<file path="src/rtl/thread_issue_queue.sv">
// Two-thread issue queue: per-thread FIFOs, round-robin issue through a registered valid/ready stage,
// and a thread-1 control-flow pending flag. Optional macro ISSUE_PERF_CNT_EN adds per-thread issue counters.
module thread_issue_queue #(
  parameter int DEPTH = 4,
  parameter int AW    = 2
) (
  input  logic        clk,
  input  logic        reset,
  input  logic [31:0] in_instr,
  input  logic        in_valid,
  input  logic        in_thread,
  output logic        full_1,
  output logic        full_2,
  output logic        ovf_1,
  output logic        ovf_2,
  output logic        is_branch,
  output logic [31:0] issue_instr,
  output logic        issue_thread,
  output logic        issue_valid,
  input  logic        issue_ready
`ifdef ISSUE_PERF_CNT_EN
  ,
  output logic [15:0] issued_cnt_1,
  output logic [15:0] issued_cnt_2
`endif
);

  localparam logic [AW:0] FULL_CNT = (AW+1)'(DEPTH);

  function automatic logic is_cf(input logic [6:0] opc);
    case (opc)
      7'b1100011: is_cf = 1'b1;
      7'b1101111: is_cf = 1'b1;
      7'b1100111: is_cf = 1'b1;
      default:    is_cf = 1'b0;
    endcase
  endfunction

  logic [31:0]   mem_1_r [DEPTH];
  logic [31:0]   mem_2_r [DEPTH];
  logic [AW-1:0] wr_ptr_1_r, rd_ptr_1_r, wr_ptr_2_r, rd_ptr_2_r;
  logic [AW:0]   cnt_1_r, cnt_2_r;
  logic [AW+1:0] br_cnt_r;
  logic          ovf_1_r, ovf_2_r, last_thr_r;
  logic          issue_valid_r, issue_thread_r;
  logic [31:0]   issue_instr_r;

  logic          full_1_s, full_2_s, load_s, hs_s, sel_valid_s, sel_thr_s;
  logic          push_1_s, push_2_s, pop_1_s, pop_2_s, drop_1_s, drop_2_s;
  logic          br_inc_s, br_dec_s;
  logic [31:0]   head_s;

  // Push/pop qualification and round-robin source selection.
  always_comb begin
    full_1_s    = (cnt_1_r == FULL_CNT);
    full_2_s    = (cnt_2_r == FULL_CNT);
    load_s      = !issue_valid_r || issue_ready;
    hs_s        = issue_valid_r && issue_ready;
    sel_valid_s = 1'b0;
    sel_thr_s   = last_thr_r;
    if ((cnt_1_r != (AW+1)'(0)) && (cnt_2_r != (AW+1)'(0))) begin
      sel_valid_s = 1'b1;
      sel_thr_s   = !last_thr_r;
    end else if (cnt_1_r != (AW+1)'(0)) begin
      sel_valid_s = 1'b1;
      sel_thr_s   = 1'b0;
    end else if (cnt_2_r != (AW+1)'(0)) begin
      sel_valid_s = 1'b1;
      sel_thr_s   = 1'b1;
    end else begin
      sel_valid_s = 1'b0;
      sel_thr_s   = last_thr_r;
    end
    head_s   = sel_thr_s ? mem_2_r[rd_ptr_2_r] : mem_1_r[rd_ptr_1_r];
    pop_1_s  = load_s && sel_valid_s && !sel_thr_s;
    pop_2_s  = load_s && sel_valid_s && sel_thr_s;
    push_1_s = in_valid && !in_thread && !full_1_s;
    push_2_s = in_valid && in_thread && !full_2_s;
    drop_1_s = in_valid && !in_thread && full_1_s;
    drop_2_s = in_valid && in_thread && full_2_s;
    br_inc_s = push_1_s && is_cf(in_instr[6:0]);
    br_dec_s = hs_s && !issue_thread_r && is_cf(issue_instr_r[6:0]);
  end

  // FIFO storage; contents are don't-care once pointers reset.
  always_ff @(posedge clk) begin
    if (push_1_s) mem_1_r[wr_ptr_1_r] <= in_instr;
    if (push_2_s) mem_2_r[wr_ptr_2_r] <= in_instr;
  end

  // Pointers, counts, sticky overflow and branch tracking.
  always_ff @(posedge clk or posedge reset) begin
    if (reset) begin
      wr_ptr_1_r <= AW'(0);
      rd_ptr_1_r <= AW'(0);
      wr_ptr_2_r <= AW'(0);
      rd_ptr_2_r <= AW'(0);
      cnt_1_r    <= (AW+1)'(0);
      cnt_2_r    <= (AW+1)'(0);
      ovf_1_r    <= 1'b0;
      ovf_2_r    <= 1'b0;
      br_cnt_r   <= (AW+2)'(0);
    end else begin
      if (push_1_s) wr_ptr_1_r <= wr_ptr_1_r + AW'(1);
      if (pop_1_s)  rd_ptr_1_r <= rd_ptr_1_r + AW'(1);
      if (push_2_s) wr_ptr_2_r <= wr_ptr_2_r + AW'(1);
      if (pop_2_s)  rd_ptr_2_r <= rd_ptr_2_r + AW'(1);
      case ({push_1_s, pop_1_s})
        2'b10:   cnt_1_r <= cnt_1_r + (AW+1)'(1);
        2'b01:   cnt_1_r <= cnt_1_r - (AW+1)'(1);
        default: cnt_1_r <= cnt_1_r;
      endcase
      case ({push_2_s, pop_2_s})
        2'b10:   cnt_2_r <= cnt_2_r + (AW+1)'(1);
        2'b01:   cnt_2_r <= cnt_2_r - (AW+1)'(1);
        default: cnt_2_r <= cnt_2_r;
      endcase
      if (drop_1_s) ovf_1_r <= 1'b1;
      if (drop_2_s) ovf_2_r <= 1'b1;
      case ({br_inc_s, br_dec_s})
        2'b10:   br_cnt_r <= br_cnt_r + (AW+2)'(1);
        2'b01:   br_cnt_r <= br_cnt_r - (AW+2)'(1);
        default: br_cnt_r <= br_cnt_r;
      endcase
    end
  end

  // Output register: loads on empty or handshake, holds while stalled.
  always_ff @(posedge clk or posedge reset) begin
    if (reset) begin
      issue_valid_r  <= 1'b0;
      issue_instr_r  <= 32'd0;
      issue_thread_r <= 1'b0;
      last_thr_r     <= 1'b1;
    end else if (load_s) begin
      if (sel_valid_s) begin
        issue_valid_r  <= 1'b1;
        issue_instr_r  <= head_s;
        issue_thread_r <= sel_thr_s;
        last_thr_r     <= sel_thr_s;
      end else begin
        issue_valid_r  <= 1'b0;
      end
    end
  end

`ifdef ISSUE_PERF_CNT_EN
  logic [15:0] issued_cnt_1_r, issued_cnt_2_r;

  // Per-thread completed-handshake counters, wrapping at 16 bits.
  always_ff @(posedge clk or posedge reset) begin
    if (reset) begin
      issued_cnt_1_r <= 16'd0;
      issued_cnt_2_r <= 16'd0;
    end else if (hs_s) begin
      if (issue_thread_r) issued_cnt_2_r <= issued_cnt_2_r + 16'd1;
      else                issued_cnt_1_r <= issued_cnt_1_r + 16'd1;
    end
  end

  assign issued_cnt_1 = issued_cnt_1_r;
  assign issued_cnt_2 = issued_cnt_2_r;
`endif

  assign full_1       = full_1_s;
  assign full_2       = full_2_s;
  assign ovf_1        = ovf_1_r;
  assign ovf_2        = ovf_2_r;
  assign is_branch    = (br_cnt_r != (AW+2)'(0));
  assign issue_instr  = issue_instr_r;
  assign issue_thread = issue_thread_r;
  assign issue_valid  = issue_valid_r;

endmodule

</file>
<file path="config.mk">
export PLATFORM = sky130hd
export DESIGN_NAME = thread_issue_queue
export DESIGN_NICKNAME = d
export VERILOG_FILES = /design/src/rtl/thread_issue_queue.sv
export SDC_FILE = /design/constraint.sdc
export NUM_CORES = 1
export LEC_CHECK = 0
export ABC_CLOCK_PERIOD_IN_PS = 5160
export CORE_ASPECT_RATIO = 0.5
export CORE_UTILIZATION = 61
export DETAILED_ROUTE_END_ITERATION = 6
export PLACE_DENSITY_LB_ADDON = 0.12
export REMOVE_ABC_BUFFERS = 1
export SLEW_MARGIN = 20
export SYNTH_ARGS = -nofsm -noshare
export SYNTH_HDL_FRONTEND = slang
export SYNTH_SLANG_ARGS = --single-unit
</file>
<file path="constraint.sdc">
create_clock -name clk -period 5.16 [get_ports clk]
set_input_delay 0.774 -clock clk [delete_from_list [all_inputs] [get_ports clk]]
set_output_delay 0.774 -clock clk [all_outputs]
set_load 0.02 [all_outputs]
</file>
# Yosys cells after proc, flatten, opt, wreduce, memory -nomap -nowiden
# Memories as Yosys holds them, arrays and structs flattened.
# Index checks and enable logic that the tools add are counted.
# word_totals
in_bits	37
register_bits	55
out_inout_bits	39
ramBits	256
elab_cells	87
n_memories	2
# op_classes
n_addsub	10
reduce_logical	31
eq_ne	14
mux	17
# memory_table
name	depth	word_bits	read_ports	rd_clocked_by_memory_dff	write_ports	line	text
mem_1_r	4	32	1	0	1	39	logic [31:0] mem_1_r [DEPTH];
mem_2_r	4	32	1	0	1	40	logic [31:0] mem_2_r [DEPTH];
# ops
op	n
$eq 7x7->1 const B	6
$mux 32	1
$logic_and 1x1->1	14
$mux 1	13
$pmux 3 s2	2
$add 2x1->2 const B	4
$pmux 4 s2	1
$logic_not 1->1	7
$add 3x1->3 const B	2
$eq 2x1->1 const B	3
$eq 2x2->1 const B	3
$eq 3x3->1 const B	2
$reduce_bool 2->1	3
$reduce_bool 3->1	2
$reduce_or 3->1	2
$sub 3x1->3 const B	2
$add 4x1->4 const B	1
$reduce_bool 4->1	1
$sub 4x1->4 const B	1
$reduce_and 2->1	1
$logic_or 1x1->1	1

# Depth between registers and ports, before layout
# Gate-level depths: netlist of run 1.
# logic_depth
depth_word	8
mapped_depth	10
mapped_depth_nobuf	10

# Worst setup path before layout of run 1
# No wires, ideal clock.
# synth_timing
kind	reg-to-reg
from	reg cnt_1_r[0]
to	reg br_cnt_r[3]
path_slack_ns	2.384
synth_period_minus_slack_ns	2.776
t_arrival_ns	2.651
path_buffers	0
required_time_ns	5.035
setup_ns	0.125
path_stages_with_launch	10
path_cell_list	dfrtp_1 nor3b_1 nor3b_2 o2111ai_1 ha_1 ha_1 a21o_1 a2111oi_0 nand4b_1 nand3_1
# synth_via
elab_chain_cells	6
word_cells_on_any_way	8
cone_classes	3 x eq/ne; 1 x mux; 4 x reduce/logical
# synth_rtl
element	line	text
from (decl)	42	logic [AW:0] cnt_1_r, cnt_2_r;
from (signal assigned)	98	cnt_1_r <= (AW+1)'(0);
from (signal assigned)	109	2'b10: cnt_1_r <= cnt_1_r + (AW+1)'(1);
from (signal assigned)	110	2'b01: cnt_1_r <= cnt_1_r - (AW+1)'(1);
$eq 3x3->1 (*)	55	full_1_s = (cnt_1_r == FULL_CNT);
named net full_1	12	output logic full_1,
$logic_not 1->1 (*)	77	push_1_s = in_valid && !in_thread && !full_1_s;
$logic_and 1x1->1 (*)	77	
$logic_and 1x1->1 (*)	81	br_inc_s = push_1_s && is_cf(in_instr[6:0]);
$eq 2x1->1 / $eq 2x2->1 (equally long branches)	120	case ({br_inc_s, br_dec_s})
$pmux 4 s2 / $reduce_bool 2->1 (equally long branches)	-	
to (signal assigned)	121	2'b10: br_cnt_r <= br_cnt_r + (AW+2)'(1);
to (signal assigned)	122	2'b01: br_cnt_r <= br_cnt_r - (AW+2)'(1);
to (signal assigned)	123	default: br_cnt_r <= br_cnt_r;
to (decl)	43	logic [AW+1:0] br_cnt_r;
# Mark *: on every way through the listed nets, which the timed path passes. The rest lies on a longest branch.
# A chain may end at the register's enable or synchronous reset.

# Final worst setup path of run 1
# layout_timing
from	in in_valid
to	reg br_cnt_r[3]
# layout_via
elab_chain_cells	5
word_cells_on_any_way	7
cone_classes	2 x eq/ne; 1 x mux; 4 x reduce/logical
# layout_rtl
element	line	text
from (decl)	10	input logic in_valid,
$logic_and 1x1->1 (*) (2 in a row)	77	
$logic_and 1x1->1 (*)	81	
$eq 2x1->1 / $eq 2x2->1 (equally long branches)	120	
$pmux 4 s2 / $reduce_bool 2->1 (equally long branches)	-	
# Every way passes the cells marked *; elsewhere a longest branch is shown, timed or not.

==> results of run 1 <==
## metal layers
metal  track usage  vias up  part of all wire  wire length, µm
met1         0.364     3117              0.44            10200
met5             0        -                 0                0
met4        0.0467        0             0.013              305
li1              -     2547                 -                -
met2         0.404      199              0.49            11600
met3        0.0372       29             0.059             1380
## cell type report
type,count,area [µm²]
sequential,311,9070
fill,1096,4870
multi-input combinational,244,2690
timing repair buffer,92,878
tap,259,324
clock buffer,30,664
clock inverter,16,228
inverter,18,67.6
## worst reg2reg max path, cell delays in order, from the launching register on
cell and delay (ns):
dfrtp_1 0.40, nor3b_1 0.18, nor3b_2 0.47, o2111ai_1 0.27, ha_1 0.31, ha_1 0.29, a21o_1 0.21, a2111oi_0 0.39
nand4b_1 0.16, nand3_1 0.07
## cells in the mapped netlist, types with 4 or more instances
| master | instances |
|---|---|
| xnor2_1 | 8 |
| buf_2 | 11 |
| a22oi_1 | 29 |
| inv_1 | 18 |
| ha_1 | 13 |
| clkbuf_1 | 9 |
| nor2_1 | 4 |
| and2_1 | 8 |
| edfxtp_1 | 256 |
| xor2_1 | 5 |
| nand2_1 | 71 |
| dfrtp_1 | 54 |
| buf_6 | 4 |
| mux4_2 | 64 |
## worst paths after layout
kind | slack (ns) | startpoint | depth (start not counted) | endpoint
min | 0.47 | issue_instr[16]$_DFFE_PP0P_ | 2 | issue_instr[16]$_DFFE_PP0P_
max reg2reg | 2.30 | cnt_1_r[2]$_DFFE_PP0P_ | 9 | br_cnt_r[3]$_DFFE_PP0P_
max in group asynchronous | 3.53 | reset | 3 | last_thr_r$_DFFE_PP1P_
max | 2.11 | in_valid | 9 | br_cnt_r[3]$_DFFE_PP0P_
min in group asynchronous | 0.70 | reset | 2 | rd_ptr_2_r[1]$_DFFE_PP0P_
min reg2reg | 0.47 | issue_instr[16]$_DFFE_PP0P_ | 2 | issue_instr[16]$_DFFE_PP0P_
## cells in the final DEF, fill, tap and decap left out, types with 2 or more instances in the layout
master,count
a22oi_1,29
xor2_1,5
nand4b_1,2
nor2_1,4
dfrtp_2,2
nand3_1,2
a22oi_2,3
clkbuf_8,2
a21oi_1,3
nor3_1,3
mux4_2,64
clkbuf_1,3
or4_1,2
and2_1,8
a31o_2,2
mux2_2,2
mux2i_1,2
o21ai_0,2
nand2_1,71
clkdlybuf4s50_1,75
clkinv_2,4
fa_1,3
inv_1,17
dfrtp_1,52
bufinv_16,6
clkbuf_16,25
edfxtp_1,256
buf_4,17
clkinv_1,5
ha_1,13
xnor2_1,8
## power by group through the flow
stage	registers, W	logic [W]	clock network, W
floorplan	0.00371	0.00116	0
global placement	0.00352	0.00213	0
detailed placement	0.00354	0.00217	0
CTS	0.00349	0.00220	0.00210
global route	0.00353	0.00234	0.00218
finish	0.00348	0.00217	0.00207
## cell families after synthesis
logic type / Yosys count / synth area share
flops: 311 / 0.757
simple gates: 101 / 0.0387
mux: 68 / 0.124
compound gates: 45 / 0.0323
buf+inv: 45 / 0.0187
fa+ha+maj: 16 / 0.0186
xor+xnor: 14 / 0.0109
## flip-flops by register name (all words and copies together) (netlist names)
| register | flops |
|---|---|
| mem_2_r | 128 |
| cnt_1_r | 3 |
| issue_valid | 1 |
| issue_thread | 1 |
| ovf_1 | 1 |
| br_cnt_r | 4 |
| cnt_2_r | 3 |
| wr_ptr_2_r | 2 |
| ovf_2 | 1 |
| last_thr_r | 1 |
| mem_1_r | 128 |
| issue_instr | 32 |
| wr_ptr_1_r | 2 |
| rd_ptr_1_r | 2 |
| rd_ptr_2_r | 2 |
## through the flow
stage	power, W	cell area [µm²]	hold slack [ns]	cells	utilization
2_1_floorplan	0.00487	11800	0.456	573	-
3_3_place_gp	0.00564	13000	0.449	923	0.693
3_5_place_dp	0.00570	13000	0.454	924	0.693
4_1_cts	0.00778	13900	0.469	970	0.741
5_1_grt	0.00806	13900	0.487	970	0.741
6_report	0.00772	13900	0.465	970	0.741
==> flow_summary.ini, run 1 <==
[outcome]
status = complete, no violations

[synth]
synth_top_area_share = 0.642
synth_ff_type = edfxtp_1
synth_seq_cells = 311
synth-edff-count = 256
syn_inst = 600
synth.area.top_cells = edfxtp_1, mux4_2, dfrtp_1, nand2_1, a22oi_1
synthArstFlopShare = 0.177
yosysWarnings = 0
avgSynthCellArea_um2 = 20.0
syn-cell-area_um2 = 12000
synth_cell_types = 43
seq_area_frac_synth = 0.757
yosys.area.top_type = edfxtp_1

[clock_network]
clk_latency_ns = 0.52
clock_sink_count = 311
cts_hold_buf = 0
cts_root_buf = clkbuf_16
post_cts_resized = 0
cts.path.max_buffers = 3
clk_pin_slew_worst_paths_ns = 0.07
cts_buffers = 25
tritoncts = done
postCtsSetupBuffers = 0
htree_levels = 1

[timing]
slew_violations = 0
max_freq_ghz = 0.328
rsz0062_at_grt = no
setup_viol = 0
hold_viol = 0
finalCriticalPeriod_ns = 3.05
finalSetupTns_ns = 0
worst_slack_ns = 2.11
worst_pin_slew_ns = 0.735
slew_headroom = 0.509
finalClockSkew_ns = 0.00993
min_period_over_period = 0.592

[job]
drv_cap = 0

[power_and_ir_drop]
pwr-share-clk = 0.268
p_leak_nw = 4.88
netSwitchingPower_w = 0.00228
irDropWorstVdd_v = 0.000286
powerDensity_nw_per_um2 = 555
seq_power_share = 0.451
swShare = 0.296
comb_power_share = 0.281
p_int_w = 0.00543

[floorplanning]
rows = 35
die_y_um = 101
dieWidth_um = 200
start_util = 0.637
dieArea_um2 = 20200
core_area_um2 = 18800
io_pins = 76

[route]
drt_iter0_drc = 457
drc = 0
dr.pass1.iters = 5
via_count = 5892
routedWlPerCell_um = 24.2
vias_per_cell = 6.07
routed_wirelength_um = 23500
antenna_left = 0

[finish]
nets = 745
syn_to_final_growth_pct = 16.2
antenna_cells = 0
final_layout_size_suffix_gt1_frac = 0.190

[worst_setup_path]
crit_path_max_incr_delay_ns = 0.51
cp_data_required_time_ns = 5.56
critical-path-top-delay-family = compound AO/OA/AOI/OAI gates
worst-path-buf-inv = 1
critPathKind = in2reg
slowest_stage = clkdlybuf4s50_1
crit_path_start_kind = input pin
crit_fanout = 9
cp-end-kind = flip-flop
crit_path_cell_trace = clkdlybuf4s50_1, nor3b_2, o2111ai_1, ha_1, ha_1, a21o_1, a2111oi_0, nand4b_1, nand3_1
crit_top_cell = ha_1
cp.arrival_ns = 3.46

[global_routing]
grt_max_degree = 37
overflow = 0
grt_pass1_wl_um = 36500
grt_pass1_vias = 6115
grt_usage = 0.247
antenna_found_initial = 0

[place]
place_hpwl_um = 12600
pre_cts_ws_ns = 1.62
io_buffers = 75
gp_congestion = 0.732

[worst_hold_path]
holdCritPathClass = reg2reg
No activity file was read; power rests on OpenSTA's default activity.
==> run 2, diff against run 1 <==
Settings changed: ABC_CLOCK_PERIOD_IN_PS 5160 to 2550, CORE_UTILIZATION 61 to 53.
Clock period 5.16 ns to 2.55 ns, I/O delays scaled along.
==> run 2 against run 1 <==
Net effect:
- utilization fell by 8.6 points
- global-route usage fell by 3.1 points
- critical endpoint is now is_branch
- combinational power rose by 120%
- largest power group unchanged
==> flow_summary.ini, run 2 (synthesized netlist as in run 1, its figures left out) <==
[power_and_ir_drop]
powerDensity_nw_per_um2 = 1100
irDropWorstVdd_v = 0.000588
p_leak_nw = 5.04

[route]
via_count = 5934
dr.pass1.iters = 4
vias_per_cell = 5.70
drt_iter0_drc = 454
antenna_left = 0
routedWlPerCell_um = 23.1
routed_wirelength_um = 24100
drc = 0

[floorplanning]
core_area_um2 = 21900
dieArea_um2 = 23200
io_pins = 76
start_util = 0.546
die_y_um = 108
rows = 38
dieWidth_um = 215

[worst_setup_path]
crit_path_start_kind = flip-flop
cp-end-kind = output pin
crit_path_max_incr_delay_ns = 0.54
r2r_start = cnt_1_r[2]$_DFFE_PP0P_
crit_fanout = 4
regToRegSetupSlack_ns = 0.14
critPathKind = reg2out
slowest_stage = clkdlybuf4s50_1
worst-path-buf-inv = 1
rr_worst_depth = 10
cp.arrival_ns = 2.03
r2r_end = br_cnt_r[3]$_DFFE_PP0P_
crit_path_cell_trace = or4_1, clkdlybuf4s50_1
cp_data_required_time_ns = 2.17
critical-path-top-delay-family = buffers and inverters

[finish]
syn_to_final_growth_pct = 19.8
fillers = 1486
final_cell_mix = edfxtp_1, clkdlybuf4s50_1, nand2_1, mux4_2, dfrtp_1
nets = 773
final_layout_size_suffix_gt1_frac = 0.233
layout_commonest_cell = edfxtp_1
multi_input_area_um2 = 2720
seqCellArea_um2 = 9070
antenna_cells = 0
instances_no_fill = 1041

[timing]
hold_ws_ns = 0.221
worst_slack_ns = 0.141
min_period_over_period = 0.945
hold_viol = 0
finalCriticalPeriod_ns = 2.41
max_freq_ghz = 0.415
setup_viol = 0
slew_violations = 0
worst_pin_slew_ns = 0.604
slew_headroom = 0.597
finalClockSkew_ns = 0.0191

[worst_hold_path]
holdCritPathClass = in2async

[global_routing]
grt_max_degree = 37
grt_usage = 0.216
grt_pass1_vias = 6181
overflow = 0
grt_pass1_wl_um = 36700
antenna_found_initial = 0

[job]
drv_cap = 0

[place]
numPlacedInstances = 990
place_hpwl_um = 13700
io_buffers = 75
gp_congestion = 0.742
pre_cts_ws_ns = -0.159

[clock_network]
htree_levels = 1
cts.path.max_buffers = 3
clk_pin_slew_worst_paths_ns = 0.07
clock_sink_count = 311
cts_buffers = 27
cts_root_buf = clkbuf_16
clk_latency_ns = 0.55
tritoncts = done

[outcome]
status = complete, no violations
run 2: cell count changes in the layout (fill, tap and decap cells not counted), moves of 2 or more:
cell	before	now
clkbuf_8	2	5
clkinvlp_4	0	3
clkbuf_1	3	6
and2_1	8	0
bufinv_16	6	1
clkinv_2	4	1
buf_4	17	29
buf_12	0	14
clkbuf_16	25	27
and2_2	0	8
run 2: report_power, final:
part           internal [W]  switching [W]
sequential          0.00640       0.000477
combinational       0.00236        0.00247
clock               0.00221        0.00180
run 2: what timing repair did:
action / CTS / global route
resized for setup: 0 / 6
setup endpoints to repair: 0 / 1
buffers inserted: 0 / 1
hold endpoints to repair: 0 / 0
hold buffers: 0 / 0
run 2: worst max-delay path by stage:
stage	start	end	slack [ns]	cells after the start
floorplan	cnt_1_r[0]$_DFFE_PP0P_	cnt_2_r[2]$_DFFE_PP0P_	-0.40	8
global placement	in_valid	br_cnt_r[3]$_DFFE_PP0P_	-0.10	9
detailed placement	in_valid	br_cnt_r[3]$_DFFE_PP0P_	-0.16	9
CTS	cnt_1_r[2]$_DFFE_PP0P_	br_cnt_r[3]$_DFFE_PP0P_	0.08	10
global route	cnt_1_r[2]$_DFFE_PP0P_	br_cnt_r[3]$_DFFE_PP0P_	-0.02	10
finish	br_cnt_r[0]$_DFFE_PP0P_	is_branch	0.14	2
run 2: final cells by class:
type | instances | share of cell area
inverter | 18 | 0.00471
tap | 300 | 0.0262
multi-input combinational | 244 | 0.189
sequential | 311 | 0.632
clock inverter | 12 | 0.00698
clock buffer | 38 | 0.0535
timing repair buffer | 118 | 0.0870
run 2: stage by stage:
step,instance area [µm²],utilization,TNS (ns),total power (W)
2_1_floorplan,11800,-,-0.993,0.00986
3_3_place_gp,13400,0.614,-0.102,0.0117
3_5_place_dp,13400,0.614,-0.159,0.0118
4_1_cts,14300,0.653,0,0.0158
5_1_grt,14300,0.654,-0.0190,0.0164
6_report,14300,0.654,0,0.0157
run 2: routing by layer:
layer  vias to the layer above  GRT usage  share of wire
met1                      3123      0.323           0.47
met4                         0     0.0490          0.020
met3                        35     0.0312          0.049
li1                       2617          -              -
met5                         -          0              0
met2                       159      0.344           0.46
